### src/rtl/muxn_rr_if.sv
// muxn_rr_if: producer/consumer bundle for the N:1 round-robin mux
interface muxn_rr_if #(
    parameter int W  = 16,
    parameter int N  = 4,
    parameter int SW = (N > 1 ? $clog2(N) : 1)
);
    logic [N*W-1:0] in_data;
    logic [N-1:0]   in_valid;
    logic [N-1:0]   in_ready;
    logic           fixed_en;
    logic [SW-1:0]  fixed_sel;
    logic [W-1:0]   out_data;
    logic           out_valid;
    logic           out_ready;
    logic [SW-1:0]  out_sel;

    modport master (
        output in_data, in_valid, fixed_en, fixed_sel, out_ready,
        input  in_ready, out_data, out_valid, out_sel
    );

    modport slave (
        input  in_data, in_valid, fixed_en, fixed_sel, out_ready,
        output in_ready, out_data, out_valid, out_sel
    );
endinterface

### src/rtl/muxn_rr.sv
// muxn_rr: N:1 valid/ready mux, round-robin or fixed select, one registered output stage
module muxn_rr #(
    parameter int W  = 16,
    parameter int N  = 4,
    parameter int SW = (N > 1 ? $clog2(N) : 1)
) (
    input  logic     clk,
    input  logic     rst_n,
    muxn_rr_if.slave bus
);
    logic          load;
    logic          gnt_v;
    logic [SW-1:0] gnt;
    logic [SW-1:0] idx;
    logic [SW-1:0] ptr_q, ptr_d;
    logic [W-1:0]  out_data_q, out_data_d;
    logic [SW-1:0] out_sel_q, out_sel_d;
    logic          out_valid_q, out_valid_d;

    assign load = !out_valid_q || bus.out_ready;

    // Grant: first valid channel at or after ptr (cyclic), or the forced channel when it is valid
    always_comb begin
        gnt_v = 1'b0;
        gnt   = '0;
        idx   = '0;
        for (int k = N - 1; k >= 0; k--) begin
            idx = SW'((int'(ptr_q) + k) % N);
            if (!bus.fixed_en && bus.in_valid[idx]) begin
                gnt_v = 1'b1;
                gnt   = idx;
            end
        end
        for (int i = 0; i < N; i++) begin
            if (bus.fixed_en && bus.fixed_sel == SW'(i) && bus.in_valid[i]) begin
                gnt_v = 1'b1;
                gnt   = SW'(i);
            end
        end
    end

    for (genvar i = 0; i < N; i++) begin : g_rdy
        assign bus.in_ready[i] = load && gnt_v && gnt == SW'(i);
    end

    // Next state: refill or empty the output register on load; pointer only moves in round-robin
    always_comb begin
        out_valid_d = out_valid_q;
        out_data_d  = out_data_q;
        out_sel_d   = out_sel_q;
        ptr_d       = ptr_q;
        if (load) begin
            out_valid_d = gnt_v;
            if (gnt_v) begin
                out_data_d = bus.in_data[int'(gnt)*W +: W];
                out_sel_d  = gnt;
                if (!bus.fixed_en)
                    ptr_d = (int'(gnt) == N - 1) ? '0 : gnt + 1'b1;
            end
        end
    end

    // State registers; reset drops any held beat
    always_ff @(posedge clk or negedge rst_n) begin
        if (!rst_n) begin
            out_valid_q <= 1'b0;
            out_data_q  <= '0;
            out_sel_q   <= '0;
            ptr_q       <= '0;
        end else begin
            out_valid_q <= out_valid_d;
            out_data_q  <= out_data_d;
            out_sel_q   <= out_sel_d;
            ptr_q       <= ptr_d;
        end
    end

    assign bus.out_valid = out_valid_q;
    assign bus.out_data  = out_data_q;
    assign bus.out_sel   = out_sel_q;
endmodule

### src/flat_wrapper.sv
// flat-port wrapper written by rule: the top's interface ports become plain ports
module muxn_rr_flat 
#(
    parameter int W  = 16,
    parameter int N  = 4,
    parameter int SW = (N > 1 ? $clog2(N) : 1)
)
  (clk, rst_n, bus_in_data, bus_in_valid, bus_fixed_en, bus_fixed_sel, bus_out_ready, bus_in_ready, bus_out_data, bus_out_valid, bus_out_sel);
  muxn_rr_if #(.W(W), .N(N), .SW(SW)) bus_i ();
  input  logic clk;
  input  logic rst_n;
  input wire logic [$bits(bus_i.in_data)-1:0] bus_in_data;
  input wire logic [$bits(bus_i.in_valid)-1:0] bus_in_valid;
  input wire logic [$bits(bus_i.fixed_en)-1:0] bus_fixed_en;
  input wire logic [$bits(bus_i.fixed_sel)-1:0] bus_fixed_sel;
  input wire logic [$bits(bus_i.out_ready)-1:0] bus_out_ready;
  output wire logic [$bits(bus_i.in_ready)-1:0] bus_in_ready;
  output wire logic [$bits(bus_i.out_data)-1:0] bus_out_data;
  output wire logic [$bits(bus_i.out_valid)-1:0] bus_out_valid;
  output wire logic [$bits(bus_i.out_sel)-1:0] bus_out_sel;
  assign bus_i.in_data = bus_in_data;
  assign bus_i.in_valid = bus_in_valid;
  assign bus_i.fixed_en = bus_fixed_en;
  assign bus_i.fixed_sel = bus_fixed_sel;
  assign bus_i.out_ready = bus_out_ready;
  assign bus_in_ready = bus_i.in_ready;
  assign bus_out_data = bus_i.out_data;
  assign bus_out_valid = bus_i.out_valid;
  assign bus_out_sel = bus_i.out_sel;
  muxn_rr #(.W(W), .N(N), .SW(SW)) u_core (.clk(clk), .rst_n(rst_n), .bus(bus_i));
endmodule
### config.mk
export PLATFORM = sky130hd
export DESIGN_NAME = muxn_rr_flat
export DESIGN_NICKNAME = d
export VERILOG_FILES = /design/src/rtl/muxn_rr_if.sv /design/src/rtl/muxn_rr.sv /design/src/flat_wrapper.sv
export SDC_FILE = /design/constraint.sdc
export NUM_CORES = 1
export LEC_CHECK = 0
export BUFFER_PORTS_ARGS = -buffer_cell sky130_fd_sc_hd__buf_4
export CAP_MARGIN = 10
export CORE_ASPECT_RATIO = 1.25
export CORE_UTILIZATION = 43
export CTS_CLUSTER_DIAMETER = 150
export DETAILED_ROUTE_END_ITERATION = 6
export PLACE_DENSITY = 0.8
export SLEW_MARGIN = 25
export SYNTH_ARGS = -nofsm -noshare
export SYNTH_HDL_FRONTEND = slang
export SYNTH_SLANG_ARGS = --single-unit
export TNS_END_PERCENT = 30
### constraint.sdc
create_clock -name clk -period 2.6 [get_ports clk]
set_clock_uncertainty 0.05 [all_clocks]
set_input_delay 0.39 -clock clk [delete_from_list [all_inputs] [get_ports clk]]
set_output_delay 0.39 -clock clk [all_outputs]
set_load 0.02 [all_outputs]
After elaboration in Yosys (flattened, before gate mapping):

Cells that the tools add are included.

* register bits: 21
* bits of input ports: 74
* logic and storage cells: 70
* output and inout bits: 23

* muxes and demuxes: 25
* reductions and logical operators: 24
* bitwise logic cells: 1
* $add $sub $neg: 4
* shift-type cells: 1
* $lt $le $gt $ge: 4
* equal/unequal tests: 7

Operator list (count)
* $shiftx A64 B7 Y16: 1
* $mux W2: 9
* $logic_and A1 B1 Y1: 17
* $lt A2 B3 Y1 const B: 4
* $mux W1: 12
* $bmux W1 S2: 4
* $eq A2 B2 Y1 const B: 4
* $eq A2 B1 Y1 const B: 3
* $add A2 B1 Y2 const B: 2
* $add A2 B2 Y2 const B: 2
* $logic_not A2 Y1: 2
* $reduce_and A3 Y1: 1
* $logic_not A1 Y1: 2
* $reduce_and A2 Y1: 1
* $logic_or A1 B1 Y1: 1
* $not A1 Y1: 1

Longest topological paths before layout:

* word-level depth: 14
* depth in mapped cells: 9

Worst setup path after synthesis:

No wires, ideal clock.

* kind: input to output
* start: input port bus_in_valid[0]
* end: output port bus_in_ready[3]
* data required time: 2160 ps
* stages on the path: 9
* slack: 196 ps
* arrival: 1964 ps
* cell sequence: buf_2 -> a21boi_1 -> o32ai_1 -> a221oi_1 -> buf_2 -> buf_2 -> inv_2 -> ha_1 -> and2_1

* cells in the longest elaborated chain, start to end: 13
* elaborated cells on any way between the ends: 32

RTL lines
* start: declaration: RTL line flat_wrapper.sv:13 `input wire logic [$bits(bus_i.in_valid)-1:0] bus_in_valid;`
* $bmux W1 S2: RTL line muxn_rr.sv:29 `if (!bus.fixed_en && bus.in_valid[idx]) begin`
* $mux W1 (not written as such): RTL line muxn_rr.sv:29
* $logic_and A1 B1 Y1: RTL line muxn_rr.sv:29
* $mux W2 (4 in series): RTL line muxn_rr.sv:29
* $mux W2 (*) (4 in series): RTL line muxn_rr.sv:35 `if (bus.fixed_en && bus.fixed_sel == SW'(i) && bus.in_valid[i]) begin`
* via u_core.gnt[0]: RTL line muxn_rr.sv:13 `logic [SW-1:0] gnt;`
* $eq A2 B2 Y1 (*): RTL line muxn_rr.sv:43 `assign bus.in_ready[i] = load && gnt_v && gnt == SW'(i);`
* $logic_and A1 B1 Y1 (*): RTL line muxn_rr.sv:43
* end: declaration: RTL line flat_wrapper.sv:17 `output wire logic [$bits(bus_i.in_ready)-1:0] bus_in_ready;`

Mark *: on every way through the listed nets, which the timed path passes. The rest lies on a longest branch. The select of a mux whose other input is x is not followed.

Final worst setup path:

* start: register u_core.ptr_q[0]
* end: output port bus_in_ready[3]

* cells in the longest elaborated chain, start to end: 14
* elaborated cells on any way between the ends: 34

RTL lines
* start: declaration: RTL line muxn_rr.sv:15 `logic [SW-1:0] ptr_q, ptr_d;`
* start signal: assignment: RTL line muxn_rr.sv:74 `ptr_q <= ptr_d;`
* $add A2 B2 Y2: RTL line muxn_rr.sv:28 `idx = SW'((int'(ptr_q) + k) % N);`
* $bmux W1 S2: RTL line muxn_rr.sv:29
* $mux W1 (not written as such): RTL line muxn_rr.sv:29
* $logic_and A1 B1 Y1: RTL line muxn_rr.sv:29
* $mux W2 (3 in series): RTL line muxn_rr.sv:29
* $mux W2 (*): RTL line muxn_rr.sv:29
* $mux W2 (*) (4 in series): RTL line muxn_rr.sv:35
* via u_core.gnt[1]: RTL line muxn_rr.sv:13
* $eq A2 B2 Y1 (*): RTL line muxn_rr.sv:43
* $logic_and A1 B1 Y1 (*): RTL line muxn_rr.sv:43

Marked as above.

==> results.ini <==
[outcome]
status = complete, but fails checks
violations = negative setup slack

[floorplanning]
floorplan.rows = 24
start_util_pct = 45.69
ios = 97
dieArea_um2 = 3983
core_um2 = 3513
die_x_um = 56.65
chipHeight_um = 70.31

[yosys]
synth_fp_nets = 239
synth_cell_types = 37
synthCells = 161
ys_ff_latch = 21
synth_edf_count = 0
synth_commonest_cells = 35 x mux2i_1, 22 x nand2_1, 21 x dfrtp_1, 11 x buf_2, 10 x o221ai_2
async_flop_share_pct = 100.0
seq_area_frac_synth_pct = 32.74
netlist_area_um2 = 1605
yosysMostFrequentCell = mux2i_1
synth.area.top_cells = dfrtp_1 33%, mux2i_1 22%, o221ai_2 9.4%
synth_top_cell_area_share_pct = 32.74
yosys.area.top_type = dfrtp_1
synth_warnings = 0
ys.flop_type = dfrtp_1
post_synth.cell_area_avg_um2 = 9.971

[setup_path]
r2r_slack_ns = 0.17
crit_fanout = 7
crit_path_end_kind = output pin
critPathLaunchType = register
worstPathRequired_ns = 2.16
critical_path_class = register to output pin
arrival_ns = 2.22

[cells_and_area]
multi_input_area_um2 = 1045
diodes = 0
final_cells = 299
area_growth_pct = 57.44
fillers = 295
seq_area_um2 = 528.0
drive_gt1_share_pct = 53.85
finish.net_count = 339

[sta]
finalHoldViolCount = 0
fmax_mhz = 376.6
finalSetupTns_ns = -0.1530
rsz0062_at_grt = true
finalMaxSlewViolations = 0
worst_pin_slew_ns = 0.8985
finalSetupViolCount = 4
finalCritPeriodShare_pct = 102.1
maxSlewHeadroom_pct = 40.10
fin_ws_ns = -0.05528
timing.final.crit_period_ns = 2.655

[clocking]
clkSlewWorstSetupHoldPaths_ns = 0.08
cts_max_level = 1
clk_path_buf_depth = 2
numCtsBuffers = 3
cts_tree = done
clock_sinks = 21
root_buffer = clkbuf_8
clock_latency_ns = 0.26

[placed_design]
placed_cells = 285
io_buffers = 96
hpwl_um = 3610
gp_congestion = 0.8957

[drt]
wl_um = 4841
first_pass_iters = 4
ant_nets = 0
routedWlPerCell_um = 16.19
vias_per_cell = 5.585
drtIter0Drc = 69
via_count = 1670
drc = 0

[power]
p_leak_nw = 1.315
power_density_nw_per_um2 = 714.8
irDropWorstVdd_mv = 0.5368

[grt]
antenna_found_initial = 0
track_usage_pct = 23.84
grt_max_degree = 25
grt_pass1_vias = 1677
grt_overflow_total = 0
grt_pass1_wl_um = 7362

[run]
drv_cap = 0

[worst_hold_path]
hp-class = primary input to register

==> path summary, 6_finish.rpt <==
kind / from / endpoint / cells after the start
max in group asynchronous: rst_n / u_core.ptr_q[1]$_DFFE_PN0P_ / 2
max: u_core.ptr_q[0]$_DFFE_PN0P_ / bus_in_ready[3] / 7
min in group asynchronous: rst_n / u_core.bus.out_data[4]$_DFFE_PN0P_ / 2
min: bus_fixed_en / u_core.ptr_q[0]$_DFFE_PN0P_ / 2
min reg2reg: u_core.bus.out_data[5]$_DFFE_PN0P_ / u_core.bus.out_data[5]$_DFFE_PN0P_ / 2
max reg2reg: u_core.ptr_q[1]$_DFFE_PN0P_ / u_core.bus.out_data[6]$_DFFE_PN0P_ / 8
==> routing by layer <==
layer / share of wire, % / vias to the layer above / wire length [um] / track usage (%)
met5: 0 / - / 0 / 0
met1: 36 / 777 / 1731 / 25.47
met2: 55 / 80 / 2659 / 44.31
li1: - / 795 / - / -
met3: 6.3 / 18 / 307 / 5.185
met4: 3.0 / 0 / 144 / 9.485
==> cells by family after synthesis <==
group / count (synthesis) / share of synthesized area, %
simple gates: 46 / 14.19
mux: 36 / 22.53
compound gates: 34 / 20.73
flops: 21 / 32.74
buf+inv: 20 / 6.703
fa+ha+maj: 4 / 3.118
==> worst max-delay path: stages, from the launching register on <==
cell and delay [ns]:
dfrtp_2 0.45, or3b_1 0.38, a21oi_2 0.16, nor4b_2 0.08
or3_4 0.41, ha_2 0.19, and2_1 0.13, buf_4 0.15
==> sequential cells by signal (all words and copies together) (netlist names) <==
name                  flops
u_core.bus.out_data      16
u_core.bus.out_sel        2
u_core.ptr_q              2
u_core.bus.out_valid      1
==> repair_timing <==
item,in CTS,in global routing
hold buffers,1,0
gates resized for setup,10,4
setup buffers,8,1
setup endpoints to repair,4,4
pin swaps,6,3
endpoints found under the hold margin,21,0
==> final cells by class <==
cell class,instances,area share [%]
clock buffer,4,1.782
sequential,21,20.89
timing repair buffer,111,33.37
inverter,4,0.6931
multi-input combinational,120,41.34
tap,39,1.931
==> metrics by stage <==
step	power [W]	area [um^2]	util, %	worst slack [ns]	hold slack [ns]
after global routing	0.001903	2527	71.94	-0.1502	0.3792
after CTS	0.001781	2502	71.23	-0.004358	0.3556
final	0.001807	2527	71.94	-0.05528	0.3641
after detailed placement	0.001488	2360	67.17	0.07688	0.2417
after global placement	0.001463	2360	67.17	0.1310	0.2409
after floorplan	0.001113	1605	-	0.1956	0.04441
==> power by group <==
group | internal, W | leakage, nW | switching [W] | total (W)
registers | 0.000448 | 0.255 | 0.0000820 | 0.000530
logic | 0.000525 | 1.04 | 0.000537 | 0.00106
clock network | 0.000109 | 0.0228 | 0.000107 | 0.000216
total | 0.00108 | 1.32 | 0.000725 | 0.00181
==> cell usage in the layout, fill, tap and decap left out, types with 2 or more instances in the layout <==
cell,instances
ha_2,2
nand2_1,22
buf_6,2
o221ai_2,10
nand2b_1,2
buf_4,108
a21oi_1,2
mux2i_1,35
nor3b_1,3
dfrtp_2,2
clkbuf_8,3
and2_1,3
o21ai_0,3
ha_1,2
o221ai_1,7
inv_1,2
nor2_1,7
dfrtp_1,19
o31ai_4,2
No activity file was read; power rests on OpenSTA's default activity.
